**src/rtl/trap_ctrl.sv**
```systemverilog
// Trap controller: turns commit-stage exceptions, interrupts and MRET into CSR writes plus a fetch redirect.
// Latency: event accepted at t (flush/stall comb), CSR writes at t+1, redirect_valid from t+2.
// Backpressure: REDIRECT holds redirect_valid/redirect_pc until redirect_ready; stall stays high meanwhile.
// Optional feature: define TRAP_VECTORED_EN to vector interrupts to base + 4*code when csr_mtvec_mode == 1.
module trap_ctrl (
    input  logic        clk,
    input  logic        rst,

    input  logic        commit_valid,
    input  logic [31:0] commit_pc,
    input  logic        exc_valid,
    input  logic [3:0]  exc_code,
    input  logic [31:0] exc_tval,
    input  logic        mret,
    input  logic [2:0]  irq_pending,

    input  logic        csr_mie,
    input  logic        csr_mpie,
    input  logic [29:0] csr_mtvec_base,
    input  logic [1:0]  csr_mtvec_mode,
    input  logic [31:0] csr_mepc,

    output logic        mepc_wen,
    output logic [31:0] mepc_o,
    output logic        mcause_int_wen,
    output logic        mcause_int_o,
    output logic        mcause_code_wen,
    output logic [30:0] mcause_code_o,
    output logic        mtval_wen,
    output logic [31:0] mtval_o,
    output logic        mie_wen,
    output logic        mie_o,
    output logic        mpie_wen,
    output logic        mpie_o,

    output logic        flush,
    output logic        stall,
    output logic        redirect_valid,
    output logic [31:0] redirect_pc,
    input  logic        redirect_ready
);

    localparam logic [1:0] ST_IDLE     = 2'd0;
    localparam logic [1:0] ST_TRAP_WR  = 2'd1;
    localparam logic [1:0] ST_MRET_WR  = 2'd2;
    localparam logic [1:0] ST_REDIRECT = 2'd3;

    logic [1:0]  state;
    logic [1:0]  state_nxt;

    logic        irq_taken;
    logic [3:0]  irq_code;
    logic        accept_exc;
    logic        accept_irq;
    logic        accept_mret;
    logic        accept;
    logic [31:0] trap_base;
    logic [31:0] irq_target;

    // Values captured at acceptance and replayed in the write / redirect states.
    logic [31:0] cap_pc;
    logic        cap_int;
    logic [30:0] cap_code;
    logic [31:0] cap_tval;
    logic [31:0] cap_target;
    logic        cap_ie;

    logic        in_idle;
    logic        in_trap;
    logic        in_mret;
    logic        in_redir;

    assign in_idle  = (state == ST_IDLE);
    assign in_trap  = (state == ST_TRAP_WR);
    assign in_mret  = (state == ST_MRET_WR);
    assign in_redir = (state == ST_REDIRECT);

    assign trap_base = {csr_mtvec_base, 2'b00};

    // Event decode: exception beats interrupt beats MRET; interrupts ranked MEI > MSI > MTI.
    always_comb begin
        irq_taken = csr_mie && (irq_pending != 3'b000);
        irq_code  = 4'd7;
        if (irq_pending[2]) begin
            irq_code = 4'd11;
        end else if (irq_pending[0]) begin
            irq_code = 4'd3;
        end
        accept_exc  = in_idle && !rst && commit_valid && exc_valid;
        accept_irq  = in_idle && !rst && commit_valid && !exc_valid && irq_taken;
        accept_mret = in_idle && !rst && commit_valid && !exc_valid && !irq_taken && mret;
        accept      = accept_exc || accept_irq || accept_mret;
    end

`ifdef TRAP_VECTORED_EN
    // Vectored mode only moves interrupts; exceptions always land on the base.
    assign irq_target = (csr_mtvec_mode == 2'd1) ? (trap_base + {26'd0, irq_code, 2'b00})
                                                 : trap_base;
`else
    // Without vectoring every trap lands on the base; the mode field is don't-care.
    logic unused_mtvec_mode;
    assign unused_mtvec_mode = ^csr_mtvec_mode;
    assign irq_target        = trap_base;
`endif

    // Next-state logic; event inputs are only looked at from IDLE.
    always_comb begin
        state_nxt = state;
        case (state)
            ST_IDLE: begin
                if (accept_exc || accept_irq) begin
                    state_nxt = ST_TRAP_WR;
                end else if (accept_mret) begin
                    state_nxt = ST_MRET_WR;
                end
            end
            ST_TRAP_WR:  state_nxt = ST_REDIRECT;
            ST_MRET_WR:  state_nxt = ST_REDIRECT;
            ST_REDIRECT: begin
                if (redirect_ready) begin
                    state_nxt = ST_IDLE;
                end
            end
            default:     state_nxt = ST_IDLE;
        endcase
    end

    // State register; reset abandons any in-flight trap including a pending redirect.
    always_ff @(posedge clk) begin
        if (rst) begin
            state <= ST_IDLE;
        end else begin
            state <= state_nxt;
        end
    end

    // Capture PC, cause, tval, target and the interrupt-enable bit to save, on acceptance only.
    always_ff @(posedge clk) begin
        if (rst) begin
            cap_pc     <= 32'd0;
            cap_int    <= 1'b0;
            cap_code   <= 31'd0;
            cap_tval   <= 32'd0;
            cap_target <= 32'd0;
            cap_ie     <= 1'b0;
        end else if (accept) begin
            cap_pc <= commit_pc;
            if (accept_exc) begin
                cap_int    <= 1'b0;
                cap_code   <= {27'd0, exc_code};
                cap_tval   <= exc_tval;
                cap_target <= trap_base;
                cap_ie     <= csr_mie;
            end else if (accept_irq) begin
                cap_int    <= 1'b1;
                cap_code   <= {27'd0, irq_code};
                cap_tval   <= 32'd0;
                cap_target <= irq_target;
                cap_ie     <= csr_mie;
            end else begin
                cap_int    <= 1'b0;
                cap_code   <= 31'd0;
                cap_tval   <= 32'd0;
                cap_target <= csr_mepc;
                cap_ie     <= csr_mpie;
            end
        end
    end

    // CSR write port: data is forced to zero whenever its enable is low.
    assign mepc_wen        = in_trap;
    assign mepc_o          = in_trap ? cap_pc : 32'd0;
    assign mcause_int_wen  = in_trap;
    assign mcause_int_o    = in_trap & cap_int;
    assign mcause_code_wen = in_trap;
    assign mcause_code_o   = in_trap ? cap_code : 31'd0;
    assign mtval_wen       = in_trap;
    assign mtval_o         = in_trap ? cap_tval : 32'd0;
    assign mie_wen         = in_trap | in_mret;
    assign mie_o           = in_mret & cap_ie;
    assign mpie_wen        = in_trap | in_mret;
    assign mpie_o          = in_trap ? cap_ie : in_mret;

    // Pipeline control and fetch redirect.
    assign flush          = accept;
    assign stall          = accept | !in_idle;
    assign redirect_valid = in_redir;
    assign redirect_pc    = in_redir ? cap_target : 32'd0;

endmodule

```
**config.mk**
```make
export PLATFORM = sky130hd
export DESIGN_NAME = trap_ctrl
export DESIGN_NICKNAME = d
export VERILOG_FILES = /design/src/rtl/trap_ctrl.sv
export SDC_FILE = /design/constraint.sdc
export NUM_CORES = 1
export LEC_CHECK = 0
export CAP_MARGIN = 0
export CORE_MARGIN = 4
export CORE_UTILIZATION = 43
export CTS_BUF_LIST = sky130_fd_sc_hd__clkbuf_4
export DETAILED_ROUTE_END_ITERATION = 10
export GPL_TIMING_DRIVEN = 1
export PLACE_DENSITY = 0.9
export SLEW_MARGIN = 10
export SYNTH_ARGS = -nofsm -noshare
export SYNTH_HDL_FRONTEND = slang
export SYNTH_SLANG_ARGS = --single-unit
```
**constraint.sdc**
```tcl
create_clock -name clk -period 5 [get_ports clk]
set_input_delay 1 -clock clk [delete_from_list [all_inputs] [get_ports clk]]
set_output_delay 1 -clock clk [all_outputs]
set_load 0.02 [all_outputs]
```
==> key figures <==
Clock network
  – H-tree lvl count: 3
  – Clk pin slew, worst setup/hold paths: 140 ps
  – Hold Buf Count CTS: 0
  – CTS max path bufs: 2
  – Root buf cell: clkbuf_4
  – CTS Buf Count: 9
  – Post-CTS resize count: 0
  – TritonCTS clock tree: built
  – Post-CTS Setup Inserts: 0
  – CTS Sinks: 104
  – Worst-skew pair later-pin latency: 440 ps

Run status
  – Status: finished, final reports clean

Synthesis
  – Synth Cell Area: 5125 um^2
  – Synth area leaders: dfxtp_1 41%, and2_1 13%, and4b_1 5.9%, nor3_1 5.9%, buf_4 5.1%
  – Asr flop ratio synth: 0
  – Yosys top cell by area: dfxtp_1
  – Cell with the most instances after synthesis: dfxtp_1
  – EDFF count, synth: 0
  – Commonest cells post-synth: 104 x dfxtp_1, 103 x and2_1, 69 x nand2_1, 60 x nor3_1, 39 x nor2_1
  – Number of synthesized register bits: 104
  – Warning count from the yosys run: 0
  – Top_reg_cell synth: dfxtp_1
  – Top-area cell type share of the netlist area: 0.4063
  – Syn Area/Cell: 8.122 um^2
  – Post-synthesis sequential area ratio: 0.4062
  – Mapped Cells: 631
  – Yosys cell types: 34

Timing
  – Worst Max-Slew Pin Slew: 1104 ps
  – Peak Freq: 0.2709 GHz
  – Total negative slack: 0 ps
  – RSZ-0062 raised after global routing: no
  – Final worst-path cycle share: 0.7384
  – Max Clock Skew: 8.487 ps
  – Final min period: 3692 ps
  – Slew Viols, Final: 0
  – Final Hold Viols: 0
  – Worst relative slew slack: 0.2638
  – Endpoints failing setup: 0

Drt
  – Number of remaining DRC errors: 0
  – DRT Wirelength: 15670 um
  – Routed vias/inst: 5.035
  – 1st-iter DRT viols: 324
  – Vias: 4990
  – Number of routed nets with antenna violations: 0
  – 1st-pass router iterations: 4
  – WL/cell: 15.81 um

Global route
  – Total global-route track usage: 0.2190
  – First-pass GRT wire length: 23800 um
  – Antenna violations before repair: 0
  – GR Overflow Total: 0
  – Pin count of the biggest net entering global routing: 74
  – Vias in the first global route: 4810

Finish
  – Area delta synth->final: 49.12%
  – Register area: 2082 um^2
  – Multi-input logic area: 2626 um^2
  – Fin nets: 990
  – Proportion of layout cells with a drive suffix above 1: 0.04245
  – Post-layout util: 0.6608
  – Filler Cell Count: 982
  – Ant diodes: 0

Floorplan
  – Die H: 117.2 um
  – Chip width: 117.2 um
  – Die area: 13730 um^2
  – IO Pins: 282
  – Initial Util: 0.4431
  – # rows: 39
  – Core area: 11560 um^2

Setup path
  – Critical Path AT: 2690 ps
  – Critical path class: input pin to output port
  – Required time of the worst setup path: 4000 ps
  – Startpoint types: input pin
  – Max FO, Critical Path: 5
  – Setup crit end kind: output port
  – R2R cell count: 8

Power
  – Pwr Density: 283.5 nW/um^2
  – Peak VDD IR: 0.0002430 V
  – Static Leak: 2.955 nW

Placed design
  – # port buffers: 252
  – RD Place Congestion: 0.8306
  – Post-DP HPWL: 11100 um

Job
  – Max-cap viol count: 0

Min path
  – Hold Path Stages: 2
  – Worst hold-check path type: flop to flop
path summary, 6_finish.rpt:
check / startpoint / end / slack (ps)
setup / recovery: irq_pending[1] / stall / 1310
hold / removal: cap_pc[12]$_SDFFE_PP0P_ / cap_pc[12]$_SDFFE_PP0P_ / 460
setup reg to reg: state[0]$_SDFFE_PP0P_ / cap_ie$_SDFFE_PP0P_ / 2650
hold reg to reg: cap_pc[12]$_SDFFE_PP0P_ / cap_pc[12]$_SDFFE_PP0P_ / 460
registers in the layout, summed over array words and instances, names as in the netlist:
signal,count
cap_code,4
cap_pc,32
cap_target,32
cap_int,1
cap_tval,32
cap_ie,1
state,2
critical path, stage by stage:
cell	delay [ps]
clkdlybuf4s50_1	460
o31ai_2	330
a21o_2	240
nand2_1	100
clkdlybuf4s50_1	560
layout by cell type, fill, tap and decap left out, types with 3 or more instances in the layout:
| master | count |
|---|---|
| nor2_1 | 38 |
| nand2_1 | 69 |
| and4b_1 | 30 |
| a22oi_1 | 32 |
| o21ai_0 | 36 |
| conb_1 | 27 |
| a21oi_1 | 37 |
| ha_1 | 3 |
| clkdlybuf4s50_1 | 251 |
| nor3_1 | 60 |
| dfxtp_1 | 104 |
| and2_1 | 102 |
| buf_4 | 10 |
| clkbuf_4 | 10 |
| inv_1 | 6 |
metrics by stage:
step	cells	hold WS (ps)	power (mW)	worst slack (ps)	area, um^2
floorplan	657	431.7	1.465	2054	5223
global placement	975	437.2	1.746	1278	7507
detailed placement	975	442.0	1.757	1277	7507
CTS	991	461.1	2.187	1279	7642
global route	991	475.7	2.298	1177	7642
finish	991	458.3	2.167	1308	7642
power breakdown:
group	internal, mW	switching (mW)
combinational	0.329	0.451
sequential	0.918	0.0401
clock	0.157	0.273
total	1.40	0.763
layer usage:
layer	GRT usage	vias up	part of all wire
li1	-	2511	-
met1	0.2525	2265	0.40
met2	0.3710	183	0.49
met3	0.08123	31	0.087
met4	0.08028	0	0.029
met5	0	-	0
layout make-up:
class	instances	share of cell area
Sequential cell	104	0.2724
Timing Repair Buffer	262	0.3392
Clock inverter	6	0.007859
Multi-Input combinational cell	459	0.3436
Tap cell	143	0.02341
Inverter	7	0.003602
Clock buffer	10	0.009823
kinds of logic after synthesis:
| group | after synthesis | synth area share |
|---|---|---|
| compound gates | 117 | 0.1418 |
| fa+ha+maj | 4 | 0.009766 |
| buf+inv | 94 | 0.1018 |
| other cells | 1 | 0.0007317 |
| mux | 2 | 0.004150 |
| flops | 104 | 0.4063 |
| simple gates | 309 | 0.3355 |
Note: power is estimated with default switching activity, not from simulation.
